===== config.mk =====
export PLATFORM = sky130hd
export DESIGN_NAME = binary_to_bcd_seq
export DESIGN_NICKNAME = d
export VERILOG_FILES = /design/src/rtl/binary_to_bcd_seq.sv
export SDC_FILE = /design/constraint.sdc
export NUM_CORES = 1
export LEC_CHECK = 0
export ABC_AREA = 1
export CAP_MARGIN = 20
export CORE_MARGIN = 10
export CORE_UTILIZATION = 35
export DETAILED_ROUTE_END_ITERATION = 8
export GPL_TIMING_DRIVEN = 0
export HOLD_SLACK_MARGIN = 0.06
export PLACE_DENSITY = 0.58
export SYNTH_ARGS = -nofsm -noshare
export SYNTH_HDL_FRONTEND = slang
export SYNTH_SLANG_ARGS = --single-unit

===== constraint.sdc =====
create_clock -name clk -period 1.7 [get_ports clk]
set_input_delay 0.425 -clock clk [delete_from_list [all_inputs] [get_ports clk]]
set_output_delay 0.425 -clock clk [all_outputs]
set_load 0.01 [all_outputs]

===== src/rtl/binary_to_bcd_seq.sv =====
//==============================================================================
// Module   : binary_to_bcd_seq
// Purpose  : Sequential binary to packed-BCD converter (iterative double
//            dabble, one operand bit per clock). Supports two's-complement
//            input with a sign output, a sticky overflow flag when the value
//            does not fit in DIGITS decimal digits, and a leading-zero
//            significance mask for display drivers.
// Ports    : clk          - system clock, rising edge
//            rst_n        - asynchronous active-low reset
//            start        - conversion request, accepted when busy=0
//            signed_mode  - sampled with start; 1 = bin_in is two's complement
//            bin_in       - binary operand, sampled on accepted start
//            busy         - conversion in progress
//            done         - one-cycle pulse, result outputs updated
//            bcd_out      - packed BCD result, digit 0 (ones) in [3:0]
//            sign_out     - result is negative
//            overflow     - magnitude exceeded 10^DIGITS-1
//            digit_sig    - bit i set when digit i or any higher digit != 0
// Revision : 1.0 - initial release
//==============================================================================
`default_nettype none

module binary_to_bcd_seq #(
   parameter int WIDTH  = 8,
   parameter int DIGITS = 3
) (
   input  logic                  clk,
   input  logic                  rst_n,
   input  logic                  start,
   input  logic                  signed_mode,
   input  logic [WIDTH-1:0]      bin_in,
   output logic                  busy,
   output logic                  done,
   output logic [4*DIGITS-1:0]   bcd_out,
   output logic                  sign_out,
   output logic                  overflow,
   output logic [DIGITS-1:0]     digit_sig
);

   localparam int BW = 4 * DIGITS;
   localparam int CW = $clog2(WIDTH + 1);
   localparam logic [CW-1:0]    CNT_LOAD = CW'(WIDTH);
   localparam logic [CW-1:0]    CNT_ONE  = CW'(1);
   localparam logic [WIDTH-1:0] MAG_ONE  = WIDTH'(1);
   localparam logic [DIGITS-1:0] SIG_RESET = DIGITS'(1);

   typedef enum logic [1:0] {
      ST_IDLE  = 2'd0,
      ST_SHIFT = 2'd1,
      ST_DONE  = 2'd2
   } state_t;

   state_t            state;
   logic [WIDTH-1:0]  mag;        // remaining magnitude bits, MSB shifts out
   logic [BW-1:0]     work;       // working BCD digits
   logic [CW-1:0]     cnt;        // shifts remaining
   logic              sign_l;
   logic              ovf_l;      // sticky overflow for current conversion

   logic [BW-1:0]     adj;
   logic [BW-1:0]     next_work;
   logic              carry;
   logic              any_nz;
   logic [DIGITS-1:0] next_sig;
   logic              negate;

   // Add-3 correction on every digit >= 5, then the shift. The bit leaving
   // the top digit is a decimal carry past the last digit, i.e. overflow.
   always_comb begin
      adj = work;
      for (int i = 0; i < DIGITS; i++) begin
         if (work[4*i +: 4] >= 4'd5)
            adj[4*i +: 4] = work[4*i +: 4] + 4'd3;
      end
      carry     = adj[BW-1];
      next_work = {adj[BW-2:0], mag[WIDTH-1]};

      // Significance mask: scan from the top digit downwards.
      any_nz   = 1'b0;
      next_sig = '0;
      for (int i = DIGITS - 1; i >= 0; i--) begin
         any_nz      = any_nz | (next_work[4*i +: 4] != 4'd0);
         next_sig[i] = any_nz;
      end
      next_sig[0] = 1'b1;
   end

   assign negate = signed_mode & bin_in[WIDTH-1];

   always_ff @(posedge clk or negedge rst_n) begin
      if (!rst_n) begin
         state     <= ST_IDLE;
         mag       <= '0;
         work      <= '0;
         cnt       <= '0;
         sign_l    <= 1'b0;
         ovf_l     <= 1'b0;
         busy      <= 1'b0;
         done      <= 1'b0;
         bcd_out   <= '0;
         sign_out  <= 1'b0;
         overflow  <= 1'b0;
         digit_sig <= SIG_RESET;
      end else begin
         done <= 1'b0;
         case (state)
            ST_IDLE, ST_DONE: begin
               if (start) begin
                  mag    <= negate ? (~bin_in + MAG_ONE) : bin_in;
                  sign_l <= negate;
                  work   <= '0;
                  ovf_l  <= 1'b0;
                  cnt    <= CNT_LOAD;
                  busy   <= 1'b1;
                  state  <= ST_SHIFT;
               end else begin
                  state  <= ST_IDLE;
               end
            end

            ST_SHIFT: begin
               work  <= next_work;
               mag   <= mag << 1;
               ovf_l <= ovf_l | carry;
               cnt   <= cnt - CNT_ONE;
               if (cnt == CNT_ONE) begin
                  state     <= ST_DONE;
                  busy      <= 1'b0;
                  done      <= 1'b1;
                  bcd_out   <= next_work;
                  overflow  <= ovf_l | carry;
                  digit_sig <= next_sig;
                  // A zero magnitude leaves no digits and no overflow;
                  // never report it as negative.
                  sign_out  <= sign_l & ((next_work != '0) | ovf_l | carry);
               end
            end

            default: begin
               state <= ST_IDLE;
               busy  <= 1'b0;
            end
         endcase
      end
   end

endmodule

`default_nettype wire


# ---- Word-level counts from Yosys, hierarchy flattened
# Index checks and enable logic that the tools add are counted.
dict set report totals {
  regBits 46
  word_cells 62
  in_bits 12
}
dict set report classes {
  n_eq_ne 5
  bitwise 7
  n_reduce_logical 10
  n_addsub 5
  magnitude_cmp 3
  mux 20
}
# operator n
set op_table {}
lappend op_table {{one-hot mux 12 bit (2 select lines)} 1}
lappend op_table {{2-to-1 mux 4 bit} 4}
lappend op_table {{2-to-1 mux 8 bit} 2}
lappend op_table {{one-hot mux 8 bit (2 select lines)} 1}
lappend op_table {{adder 4 x 2 -> 4 bit (second input constant)} 3}
lappend op_table {{>= comparator 4 x 3 -> 1 bit (second input constant)} 3}
lappend op_table {{2-to-1 mux 12 bit} 1}
lappend op_table {{nonzero test 12 bit} 1}
lappend op_table {{adder 8 x 1 -> 8 bit (second input constant)} 1}
lappend op_table {{NOT 8 bit} 1}
lappend op_table {{one-hot mux 4 bit (2 select lines)} 1}
lappend op_table {{AND reduction 2 bit} 4}
lappend op_table {{nonzero test 4 bit} 2}
lappend op_table {{2-to-1 mux 1 bit} 6}
lappend op_table {{equality test 4 x 1 -> 1 bit (second input constant)} 1}
lappend op_table {{inequality test 2 bit (second input constant)} 2}
lappend op_table {{bitwise OR 1 bit} 4}
lappend op_table {{one-hot mux 1 bit (2 select lines)} 2}
lappend op_table {{one-hot mux 2 bit (2 select lines)} 1}
lappend op_table {{subtractor 4 x 1 -> 4 bit (second input constant)} 1}
lappend op_table {{bitwise AND 1 bit} 2}
lappend op_table {{equality test 2 x 1 -> 1 bit (second input constant)} 1}
lappend op_table {{equality test 2 bit (second input constant)} 1}
lappend op_table {{logical NOT 2 bit} 1}
lappend op_table {{3 further kinds} 3}

# ---- Depth between registers and ports, before layout
dict set report logic_depth {
  depth_word 6
  mapped_depth 13
}

# ---- Worst setup path before layout
# OpenSTA, ideal clock, no wires.
dict set report synth_path {
  kind {register to register}
  startpoint {register work[0]}
  endpoint {register sign_out}
  synth_period_minus_slack_ps 1505
  setup_ps 116
  required_time_ps 1584
  arrival_ps 1389
  stages_incl_launch_ff 12
  path_slack_ps 195
  n_path_buf 0
  path_cell_list {dfrtp_1 > inv_1 > ha_1 > inv_1 > nand2_1 > nand3_1 > o21ai_0 > nand2_1 > nor2_1 > nand3_1 > nand2_1 > nand2_1}
}
dict set report synth_via {
  elab_chain_len 6
  word_cells_on_any_way 7
}
# element line
set synth_rtl {}
lappend synth_rtl {{start, declared} 55} ;# logic [BW-1:0] work;
lappend synth_rtl {{start signal, assigned} 122} ;# work <= next_work;
lappend synth_rtl {{adder 4 x 2 -> 4 bit / >= comparator 4 x 3 -> 1 bit (equally long branches)} {73, 72}}
lappend synth_rtl {{2-to-1 mux 4 bit *} 72} ;# if (work[4*i +: 4] >= 4'd5)
lappend synth_rtl {{nonzero test 12 bit *} 135} ;# sign_out <= sign_l & ((next_work != '0) | ovf_l | carry);
lappend synth_rtl {{bitwise OR 1 bit * (2 in series)} 135}
lappend synth_rtl {{bitwise AND 1 bit *} 135}
lappend synth_rtl {{end signal, assigned} 135}
lappend synth_rtl {{end, declared} 35} ;# output logic sign_out,
# Mark *: on every way between the ends. The rest lies on a longest branch, timed or not.
# A chain may end at the register's enable or synchronous reset.

# ---- Final worst setup path
dict set report layout_path {
  startpoint {register bcd_out[8]}
  endpoint {output bcd_out[8]}
}
# element line
set layout_rtl {}
lappend layout_rtl {{start, declared} 34} ;# output logic [4*DIGITS-1:0] bcd_out,
lappend layout_rtl {{start signal, assigned} 130} ;# bcd_out <= next_work;
# No word-level cell between the ends.

==> metrics.md <==
| Metric | Value |
|---|---|
| Final Util | `0.4616` |
| Layout cells sized above 1 | `0.1776` |
| Cts hold-fix bufs | `0` |
| Htree depth | `2` |
| Width of the die | `101.4 um` |
| Yosys warnings | `0` |
| Arrival @ worst endpoint | `1230 ps` |
| CP Launch Type | `flip-flop` |
| Routed wire length | `5.339 mm` |
| Setup violators final | `0` |
| DR vias | `1,958` |
| R2r setup slk | `120 ps` |
| Grt total ovfl | `0` |
| DR vias/cell | `4.920` |
| Final Skew | `7.760 ps` |
| # DRC | `0` |
| Max stage delay on crit path | `550 ps` |
| Synthesized area | `2318 um^2` |
| Total CTS buffers | `5` |
| NumNets Final | `341` |
| Placed Instances | `382` |
| Status | `finished, final reports clean` |
| Initial antenna violation count | `0` |
| Critical path depth | `1` |
| Crit path cell chain | `clkdlybuf4s50_1` |
| TritonCTS clock tree | `done` |
| Layout area overhead | `27.15%` |
| Largest net degree at the start of global routing | `29` |
| Nature of the critical path endpoint | `primary output` |
| Synthesized Nets | `296` |
| Avg WL per Cell | `13.41 um` |
| Worst-path clk slew | `90 ps` |
| CORE AREA | `6386 um^2` |
| Fmax | `605.9 MHz` |
| Max FO, Critical Path | `2` |
| Worst R2R Start | `work[8]$_DFFE_PN0P_` |
| Clock Latency Late Sink | `300 ps` |
| Minimum setup slack after placement | `-405.3 ps` |
| PortBufs | `29` |
| Maximum vdd ir drop | `832.8 uV` |
| Synthesis-stage register bit count | `46` |
| Io pins | `31` |
| DR iter-0 viols | `49` |
| CP Buf/Inv Count | `1` |
| Die height | `101.4 um` |
| Die Area | `10,280 um^2` |
| Share of flip-flops with an asynchronous set or reset | `1.000` |
| Slowest-stage cell, CP | `clkdlybuf4s50_1` |
| Number of flops mapped to enable cells by yosys | `0` |
| Fin. max-slew vios | `0` |
| Syn Area/Cell | `8.431 um^2` |
| Power consumption | `5.967 mW` |
| Initial core utilization | `0.3630` |
| # diodes | `0` |
| GRT Overall Usage | `0.1074` |
| Row cnt | `29` |
| Top FF cell, synth | `dfrtp_1` |
| R2R Path End | `sign_out$_DFFE_PN0P_` |
| Clock root cell | `clkbuf_8` |
| Part of the cycle the worst path needs | `0.9708` |
| R2R cell count | `12` |
| Clock Tree Buf Depth | `2` |
| Post-route antenna net violation count | `0` |
| Worst endpoint required time | `1270 ps` |
| Pwr dens | `2024 nW/um^2` |
| GP Congestion | `0.8626` |
| First-pass GRT wire length | `9.121 mm` |
| Pleak | `1.404 nW` |
| Vias in the first global route | `1,964` |
| Non-Filler Instances | `398` |
| Min Clock Period, post-route | `1650 ps` |
| TritonRoute pass-1 iters | `4` |
| Clock Sinks | `46` |
| Kind of critical path | `flip-flop to primary output` |
| Fin worst setup slack | `49.68 ps` |
| Cell variety after synth | `32` |
| Mapped Cells | `275` |
| Post-DP HPWL | `3.963 mm` |
| Hold WC Path Type | `input pin to async pin` |
| CP delay by family, top | `buffers and inverters` |
| Final hold vios | `0` |
| Sequential fraction of the synthesis area | `0.4965` |
| Max Cap Viol | `0` |
## registers in the layout (all words and copies together), names as in the netlist
name,cells
bcd_out,12
work,12
mag,8
cnt,4
digit_sig,2
state,2
busy,1
done,1
overflow,1
ovf_l,1
sign_l,1
sign_out,1
## metrics by stage
stage	cell area (um^2)	TNS [ps]	hold WS, ps
3_5_place_dp	2720	-8083	401.9
3_3_place_gp	2705	-59550	457.5
4_1_cts	2845	0	74.05
5_1_grt	2948	-26.50	84.25
6_report	2948	0	57.54
2_1_floorplan	2318	0	129.4
## worst max-delay path by stage
stage	start	slack (ps)	end
floorplan	work[0]$_DFFE_PN0P_	190	sign_out$_DFFE_PN0P_
detailed placement	start	-410	work[9]$_DFFE_PN0P_
global placement	rst_n	-1130	sign_l$_DFFE_PN0P_
finish	bcd_out[8]$_DFFE_PN0P_	50	bcd_out[8]
global route	work[9]$_DFFE_PN0P_	-30	sign_out$_DFFE_PN0P_
CTS	work[8]$_DFFE_PN0P_	3	sign_out$_DFFE_PN0P_
## cell usage after synthesis (all sizes together) (2+ instances only)
cell,count,area share
xnor2,2,0.0076
o221ai,2,0.0076
o211ai,5,0.016
nand4,4,0.011
nor2,20,0.037
or2,2,0.0065
inv,34,0.055
nand2,76,0.12
o21ai,26,0.061
buf,7,0.027
ha,9,0.049
o22ai,15,0.040
nand3,14,0.030
a21oi,4,0.0086
nor3,2,0.0043
dfrtp,46,0.50
## final cells by class
type	count	area [um^2]
clock inverters	3	40.04
well taps	77	96.34
fillers	670	3438
clock buffers	5	68.82
inverters	34	127.6
multi-input cells	187	1030
flip-flops and latches	46	1151
repair buffers	38	367.9
plain buffers	8	66.31
## power by group
part	switching (mW)	leakage (nW)	internal [mW]
combinational	1.82	0.778	1.41
clock	0.387	0.0579	0.433
sequential	0.305	0.567	1.62
## cell families (layout without fill, tap and decap cells)
| family | Yosys count | in the layout | share of synthesized area |
|---|---|---|---|
| xor+xnor | 3 | 3 | 0.01134 |
| buf+inv | 42 | 88 | 0.08365 |
| fa+ha+maj | 9 | 9 | 0.04857 |
| other cells | 1 | 1 | 0.001617 |
| compound gates | 54 | 54 | 0.1398 |
| simple gates | 120 | 120 | 0.2186 |
| flops | 46 | 46 | 0.4965 |
## layout by cell type, fill, tap and decap left out, types with 2 or more instances in the layout
cell type and n:
a21oi_1 4, buf_2 3, buf_4 9, buf_6 4, clkbuf_8 5, clkdlybuf4s50_1 27
clkinv_2 2, dfrtp_1 46, ha_1 8, inv_1 26, inv_2 8, nand2_1 64
nand2_2 12, nand3_1 13, nand4_1 4, nor2_1 15, nor2_2 2, nor2_4 3
nor3_1 2, o211ai_1 5, o21ai_0 17, o21ai_1 5, o21ai_2 4, o221ai_1 2
o22ai_1 15, xnor2_1 2
## worst register-to-register path: cells and delay by family, from the launching register on
kind          cells  cell delay [ps]
simple gates     10              810
flops             1              420
fa+ha+maj         1              190
buf+inv           1               70
## what timing repair did
item / 4_1_cts / 5_1_grt
buffers inserted: 0 / 8
pin swaps: 0 / 3
cloned: 0 / 0
setup endpoints to repair: 17 / 14
resized for setup: 6 / 21
## metal layers
metal / track usage / routed length, um
met4: 0.03108 / 68
met3: 0.03199 / 309
met5: 0 / 0
met2: 0.1738 / 2329
met1: 0.1352 / 2631
(Power assumes the default switching activity.)
